## src/rtl/mole_datapath.sv

```systemverilog
// mole_datapath: key sync, game timer, mole handshake and scoring for the whack-a-mole FSM; MOLE_SPEEDUP_EN shrinks the mole window every 4th hit
module mole_datapath #(
  parameter int TICK_DIV = 50000000,
  parameter int GAME_SECONDS = 60,
  parameter int MOLE_CYCLES = 50000000,
  parameter int GAP_CYCLES = 25000000
`ifdef MOLE_SPEEDUP_EN
  , parameter int MOLE_MIN_CYCLES = 12500000
`endif
) (
  input  logic       clk,
  input  logic       Reset,
  input  logic [3:0] state,
  input  logic       game_start,
  input  logic [3:0] key,
  output logic       control_signal,
  output logic       timer_signal,
  output logic [7:0] score,
  output logic [7:0] misses,
  output logic [6:0] time_left
);
  localparam int TW = $clog2(TICK_DIV + 1);
  localparam int GW = $clog2(GAP_CYCLES + 1);
  localparam int WW = $clog2(MOLE_CYCLES + 1);
  logic [3:0] sync1_q, sync2_q, prev_q, press;
  logic [2:0] st, saved_q, saved_d;
  logic [1:0] idx;
  logic start, in_game, in_mole, en, hit, wrong, expire, req, wrap, miss_ev;
  logic armed_q, armed_d, pulse_d, ctrl_q, timer_q, timer_d;
  logic [7:0] score_q, score_d, miss_q, miss_d;
  logic [6:0] time_q, time_d;
  logic [TW-1:0] tick_q, tick_d;
  logic [GW-1:0] gap_q, gap_d;
  logic [WW-1:0] win_q, win_d, window;
`ifdef MOLE_SPEEDUP_EN
  logic [WW-1:0] window_q, window_d, shrunk;
  logic [1:0] hits_q, hits_d;
  // every 4th hit trims an eighth off the window, never below the floor; Start restores it
  always_comb begin
    shrunk = window_q - (window_q >> 3);
    hits_d = start ? 2'd0 : hit ? hits_q + 2'd1 : hits_q;
    window_d = start ? WW'(MOLE_CYCLES) :
               (hit && hits_q == 2'd3) ? ((shrunk < WW'(MOLE_MIN_CYCLES)) ? WW'(MOLE_MIN_CYCLES) : shrunk) :
               window_q;
  end
  // window length and hit-count state
  always_ff @(posedge clk or posedge Reset)
    if (Reset) begin
      window_q <= WW'(MOLE_CYCLES);
      hits_q <= 2'd0;
    end else begin
      window_q <= window_d;
      hits_q <= hits_d;
    end
  assign window = window_q;
`else
  assign window = WW'(MOLE_CYCLES);
`endif
  // decode state, detect events and compute every next-state value
  always_comb begin
    st = (state > 4'd6) ? 3'd0 : state[2:0];
    start = (st == 3'd0) | game_start;
    in_game = st == 3'd1;
    in_mole = (st >= 3'd2) & (st <= 3'd5);
    idx = 2'(st - 3'd2);
    press = sync2_q & ~prev_q;
    en = armed_q & ~start;
    hit = en & in_mole & press[idx];
    wrong = en & in_mole & (|(press & ~(4'b0001 << idx)));
    expire = en & in_mole & (win_q == window - WW'(1));
    req = en & in_game & ~timer_q & (gap_q == GW'(GAP_CYCLES - 1));
    wrap = ~start & (in_game | in_mole) & ~timer_q & (tick_q == TW'(TICK_DIV - 1));
    miss_ev = ~hit & (expire | wrong);
    pulse_d = hit | expire | req;
    tick_d = (start | wrap) ? '0 : ((in_game | in_mole) & ~timer_q) ? tick_q + TW'(1) : tick_q;
    time_d = start ? 7'(GAME_SECONDS) : (wrap && time_q != 7'd0) ? time_q - 7'd1 : time_q;
    timer_d = ~start & (timer_q | (wrap & (time_q == 7'd1)));
    gap_d = (en & in_game & (gap_q != GW'(GAP_CYCLES - 1))) ? gap_q + GW'(1) : '0;
    win_d = (en & in_mole & ~pulse_d) ? win_q + WW'(1) : '0;
    score_d = start ? 8'd0 : (hit && score_q != 8'hff) ? score_q + 8'd1 : score_q;
    miss_d = start ? 8'd0 : (miss_ev && miss_q != 8'hff) ? miss_q + 8'd1 : miss_q;
    armed_d = start | (~pulse_d & (armed_q | (st != saved_q)));
    saved_d = pulse_d ? st : saved_q;
  end
  // synchronizers, counters, handshake and score registers
  always_ff @(posedge clk or posedge Reset)
    if (Reset) begin
      sync1_q <= 4'd0;
      sync2_q <= 4'd0;
      prev_q <= 4'd0;
      tick_q <= '0;
      gap_q <= '0;
      win_q <= '0;
      time_q <= 7'(GAME_SECONDS);
      timer_q <= 1'b0;
      score_q <= 8'd0;
      miss_q <= 8'd0;
      armed_q <= 1'b1;
      saved_q <= 3'd0;
      ctrl_q <= 1'b0;
    end else begin
      sync1_q <= key;
      sync2_q <= sync1_q;
      prev_q <= sync2_q;
      tick_q <= tick_d;
      gap_q <= gap_d;
      win_q <= win_d;
      time_q <= time_d;
      timer_q <= timer_d;
      score_q <= score_d;
      miss_q <= miss_d;
      armed_q <= armed_d;
      saved_q <= saved_d;
      ctrl_q <= pulse_d;
    end
  assign control_signal = ctrl_q;
  assign timer_signal = timer_q;
  assign score = score_q;
  assign misses = miss_q;
  assign time_left = time_q;
endmodule

```

## config.mk

```make
export PLATFORM = sky130hd
export DESIGN_NAME = mole_datapath
export DESIGN_NICKNAME = d
export VERILOG_FILES = /design/src/rtl/mole_datapath.sv
export SDC_FILE = /design/constraint.sdc
export NUM_CORES = 1
export LEC_CHECK = 0
export BUFFER_PORTS_ARGS = -buffer_cell sky130_fd_sc_hd__buf_2
export CAP_MARGIN = 20
export CORE_MARGIN = 10
export CORE_UTILIZATION = 25
export DETAILED_ROUTE_END_ITERATION = 6
export PLACE_DENSITY = 0.44
export SLEW_MARGIN = 10
export SYNTH_ARGS = -nofsm -noshare
export SYNTH_HDL_FRONTEND = slang
export SYNTH_SLANG_ARGS = --single-unit
```

## constraint.sdc

```tcl
create_clock -name clk -period 7.4 [get_ports clk]
set_clock_uncertainty 0.15 [all_clocks]
set_input_delay 0.74 -clock clk [delete_from_list [all_inputs] [get_ports clk]]
set_output_delay 0.74 -clock clk [all_outputs]
set_load 0.05 [all_outputs]
```

==> Word level (Yosys, flattened, before mapping) <==
Cells that the tools add are included.
{ "word_totals": {"register_bits": 118, "latchBits": 0, "mem_count": 0, "inputBits": 11, "out_inout_bits": 25, "rom_bits": 0, "ramBits": 0, "elab_cells": 93} }
{ "classes": {"div": 0, "shifts": 1, "order_cmp": 4, "reduce_logical": 10, "bitwise_logic": 36, "n_mul": 0, "eq_ne": 9, "n_addsub": 7, "muxes": 13} }
{ "op_table": {"columns": ["operator", "count"], "rows": [
  ["26-bit 2-to-1 mux", 3],
  ["26-bit by 1-bit adder with 26-bit output, second input constant", 2],
  ["26-bit equality test, second input constant", 2],
  ["8-bit 2-to-1 mux", 4],
  ["25-bit by 1-bit adder with 25-bit output, second input constant", 1],
  ["25-bit equality test, second input constant", 1],
  ["25-bit 2-to-1 mux", 1],
  ["25-bit inequality test, second input constant", 1],
  ["1-bit AND", 19],
  ["8-bit by 1-bit adder with 8-bit output, second input constant", 2],
  ["8-bit inequality test, second input constant", 2],
  ["7-bit 2-to-1 mux", 2],
  ["1-bit OR", 9],
  ["4-bit AND", 2],
  ["4-bit NOT", 2],
  ["2-bit nonzero test", 4],
  ["7-bit by 1-bit equality test with 1-bit output, second input constant", 1],
  ["7-bit nonzero test", 1],
  ["7-bit by 1-bit subtractor with 7-bit output, second input constant", 1],
  ["4-bit by 3-bit greater-than comparator with 1-bit output, second input constant", 1],
  ["1-bit NOT", 4],
  ["4-bit OR reduction", 1],
  ["1-bit by 2-bit << shifter with 4-bit output, first input constant", 1],
  ["3-bit by 1-bit equality test with 1-bit output, second input constant", 1],
  ["10 further kinds", 12]
]} }

==> Longest topological paths before layout <==
{ "depth": {"depth_word": 13, "ltp_mapped": 9, "mapped_depth_nobuf": 8} }

==> Least setup slack after synthesis <==
Ideal clock, no wire load.
{ "synth_path": {"path_type": "input port to flip-flop", "startpoint": "input port state[0]", "endpoint": "register tick_q[16]", "n_path_buf": 1, "stages": 7, "setup_time_ns": 0.132, "required_ns": 7.118, "arrival_time_ns": 2.596, "slack_ns": 4.522, "cell_sequence": "clkbuf_1 > o21ai_0 > a2111oi_0 > nor3_1 > nand4_1 > xor2_1 > nor2_1"} }
{ "synth_via": {"elab_chain_len": 10, "elab_cells_between_ends": 17, "classes_between": "order compare: 3; eq/ne: 1; mux: 2; bitwise: 9; reduce/logical: 2"} }
{ "synth_lines": {"columns": ["element", "line_no", "source"], "rows": [
  ["from (decl)", "13", "input logic [3:0] state,"],
  ["4-bit by 3-bit greater-than comparator with 1-bit output", "61", "st = (state > 4'd6) ? 3'd0 : state[2:0];"],
  ["3-bit 2-to-1 mux (*)", "61", null],
  ["3-bit by 2-bit greater-or-equal comparator with 1-bit output (tied with other cells)", "64", "in_mole = (st >= 3'd2) & (st <= 3'd5);"],
  ["1-bit AND or 1-bit OR (tied branches)", "64, 62", null],
  ["1-bit OR or 1-bit NOT (tied branches)", "72, 75", null],
  ["1-bit AND (3 in series)", "72", "wrap = ~start & (in_game | in_mole) & ~timer_q & (tick_q == TW'(TICK_DIV - 1));"],
  ["1-bit OR", "75", "tick_d = (start | wrap) ? '0 : ((in_game | in_mole) & ~timer_q) ? tick_q + TW'(1) : tick_q;"],
  ["26-bit 2-to-1 mux or 2-bit nonzero test (tied branches)", null, null],
  ["to (signal assigned)", "105", "tick_q <= tick_d;"],
  ["to (decl)", "32", "logic [TW-1:0] tick_q, tick_d;"]
]} }
Every way passes the cells marked *; elsewhere a longest branch is shown, timed or not.
A chain may end at the register's enable or synchronous reset.

==> Worst setup path after layout <==
{ "layout_path": {"startpoint": "register win_q[18]", "endpoint": "register win_q[13]"} }
{ "layout_via": {"elab_chain_len": 7} }
{ "layout_lines": {"columns": ["element", "line_no", "source"], "rows": [
  ["from (decl)", "34", "logic [WW-1:0] win_q, win_d, window;"],
  ["from (signal assigned)", "107", "win_q <= win_d;"],
  ["26-bit equality test", "70", "expire = en & in_mole & (win_q == window - WW'(1));"],
  ["1-bit AND", "70", null],
  ["1-bit OR (2 in series)", "74", "pulse_d = hit | expire | req;"],
  ["1-bit NOT", "79", "win_d = (en & in_mole & ~pulse_d) ? win_q + WW'(1) : '0;"],
  ["1-bit AND", "79", null],
  ["26-bit 2-to-1 mux", "79", null],
  ["named net win_d[13]", "34", null]
]} }
The timed path passes the listed nets, and every way through them passes these cells.

==> results by group <==
Clock tree
  • H-tree depth: 4
  • Clock Path Buffers: 2
  • Clk Latency, worst-skew pair: 0.42 ns
  • Sink Count: about 120
  • CTS tree: done
  • Clock-pin transition on the worst setup and hold timing paths: about 0.06 ns
  • Post-CTS setup buffers: 0
  • CTS root buf: clkbuf_16
  • Hold_buf cts: 0
  • Cts repair resizes: 0
  • Clock buffer count from CTS: 17

Drt
  • Total number of vias: about 4300
  • WL/cell: 13.5 µm
  • DRT Pass-1 Iters: 4
  • Initial DRC count: 211
  • DRT antenna net count: 0
  • Vias per std cell: about 4.6
  • Drt drc: 0
  • DRT Wirelength: 12600 µm

Finish
  • Number of nets in the layout: 654
  • Non-Filler Instances: approximately 930
  • Fill cells: ~2300
  • Share of layout cells above drive strength 1: 0.136
  • Layout area overhead: 18.8%
  • Final non-filler cell area: ~7000 µm²
  • Diode count: 0

Setup path
  • Crit path max-delay cell type: nand3_1
  • Worst EP arrival: approximately 3.1 ns
  • Family with the most delay on the worst path: simple AND/OR/NAND/NOR gates
  • Startpoint types: register
  • WP buf/inv: 0
  • Crit-path max cell delay: approximately 0.7 ns
  • Crit Path Class: reg2reg
  • Setup crit end kind: register
  • Max FO, Critical Path: 26
  • Crit path cell chain: or4b_1, or3_1, or4_4, nand3_1, nor2_1
  • Critical Path RT: around 7.5 ns

Timing
  • Minimum clock period: around 3 ns
  • Achievable Freq: 332 MHz
  • Slew headroom: 0.273
  • Tcrit/Tclk final: 0.407
  • Slew Limit Fails: 0
  • Least-Margin Pin Slew: approximately 1.1 ns
  • Final Setup Violations: 0
  • Setup tns final: 0 ns
  • RSZ-0062 raised after global routing: false
  • Fin. Hold Viols: 0

GRT
  • Vias in the first global route: 4271
  • Pin count of the biggest net entering global routing: 72
  • Number of antenna violations at the first check in global routing: 0
  • First-pass GRT wire length: 21500 µm
  • All-Layer GR Usage: 0.0913
  • Congestion Overflow GR: 0

Flow run
  • Maxcap violations: 0

Synth
  • Netlist cell types: 54
  • Syn Area/Cell: between 9 and 10 µm²
  • Seq/Total Area, Yosys: 0.514
  • Syn Inst Count: 597
  • Post-Syn Area: roughly 5800 µm²
  • Syn Nets: 615
  • Post-synth top flop: dfrtp_1
  • Flops & latches, synth: 118
  • Number of flops mapped to enable cells by yosys: 0
  • Synth warn: 0
  • Synth async-reset ratio: 1.00

Power
  • LEAKAGE: ~2.8 nW
  • Pwr Density: around 220 nW/µm²
  • Total power: roughly 1.5 mW
  • Peak VDD IR: 0.000139 V

Floorplan
  • Core Region: around 23000 µm²
  • Die height: about 170 µm
  • Die area: between 20000 and 30000 µm²
  • Die Width: ~170 µm
  • Initial Util: 0.254
  • Num rows: 55
  • Top Ports: 36

Place
  • RePlAce Congestion: 0.783
  • Port Buffers: 35
  • Hpwl dp: 8790 µm
  • Dpl cells: about 900
  • Dpl cell area: between 6000 and 7000 µm²

Outcome
  • Status: finished clean

Min path
  • Tightest Hold Check Type: reg2reg
[synthesized netlist by cell type, types with 13 or more instances]
library cell    n  area, µm²
nor3_1         22        110
nand2_1        53        199
o21ai_0        16       80.1
nand4_1        25        156
dfrtp_1       113       2830
nand3_1        40        200
inv_1          13       48.8
and3_1         19        119
xnor2_1        26        228
nor2_1        102        383
xor2_1         52        455
clkbuf_1       15       56.3
[metal layers]
| metal | vias up | part of all wire | GRT usage |
|---|---|---|---|
| met3 | 17 | 0.034 | 0.0323 |
| met4 | 0 | 0.018 | 0.0405 |
| met1 | 2090 | 0.48 | 0.116 |
| met2 | 47 | 0.46 | 0.136 |
| li1 | 2132 | - | - |
| met5 | - | 0 | 0 |
[stage by stage]
step	hold WS, ns	setup slack [ns]	utilization
floorplan	0.181	3.39	-
global placement	0.195	4.29	0.276
detailed placement	0.196	4.14	0.276
CTS	0.210	4.36	0.302
global route	0.214	4.17	0.302
finish	0.205	4.39	0.302
[registers in the layout, summed over array words and instances, names as in the netlist, 7 cells and up]
register   cells
tick_q        26
win_q         26
gap_q         25
misses         8
score          8
time_left      7
[cells by family (layout without fill, tap and decap cells)]
kind of cell,Yosys count,in the layout,synth area share
buf+inv,32,84,0.0226
xor+xnor,78,78,0.119
fa+ha+maj,7,7,0.0152
compound gates,48,48,0.0575
mux,5,5,0.00890
flops,118,118,0.514
simple gates,309,309,0.264
[where the power goes]
group          switching [mW]  total (mW)  leakage, nW  internal [mW]
logic                  0.0408      0.0558        0.917         0.0150
registers             0.00530       0.659         1.60          0.653
clock network           0.309       0.825        0.282          0.516
total                   0.355        1.54         2.80           1.18
[placed cells by master, fill, tap and decap left out, types with 3 or more instances in the layout]
cell type   synthesis  layout
nand3_1            40      40
and2_1              3       3
nand4_1            25      25
inv_1              13      12
dfrtp_1           113     113
dfstp_2             5       5
nand2b_1            7       7
nor4_1              5       5
buf_4               0       3
mux2i_1             4       4
xor2_1             52      52
and4_1              4       4
a21oi_1            12      12
or2_2               4       4
xnor2_1            26      26
nor2_1            102     102
and3_1             19      19
buf_2               2      35
clkbuf_16           0      17
clkinv_4            0       4
nor3_1             22      21
nand2_1            53      53
nor3b_1             3       3
ha_1                7       7
clkinvlp_4          0       4
or3_1               9       9
o21ai_0            16      16
[path summary, 6_finish.rpt]
check / from / endpoint / slack, ns / cells after the start
min in group asynchronous: Reset / gap_q[5] / 0.23 / 2
worst max register to register: win_q[18] / win_q[13] / 4.39 / 5
worst min-delay path: sync1_q[0] / sync2_q[0] / 0.21 / 0
worst max-delay path: win_q[18] / win_q[13] / 4.39 / 5
worst min register to register: sync1_q[0] / sync2_q[0] / 0.21 / 0
max in group asynchronous: Reset / saved_q[1] / 5.51 / 3
[cell type report]
class | count | area (µm²) | area share
flip-flops and latches | 118 | 2960 | 0.432
multi-input cells | 447 | 2680 | 0.391
clock buffers | 19 | 453 | 0.0662
well taps | 285 | 357 | 0.0521
repair buffers | 38 | 198 | 0.0289
clock inverters | 13 | 148 | 0.0216
inverters | 14 | 55.1 | 0.00804
Note: power is estimated with default switching activity, not from simulation.
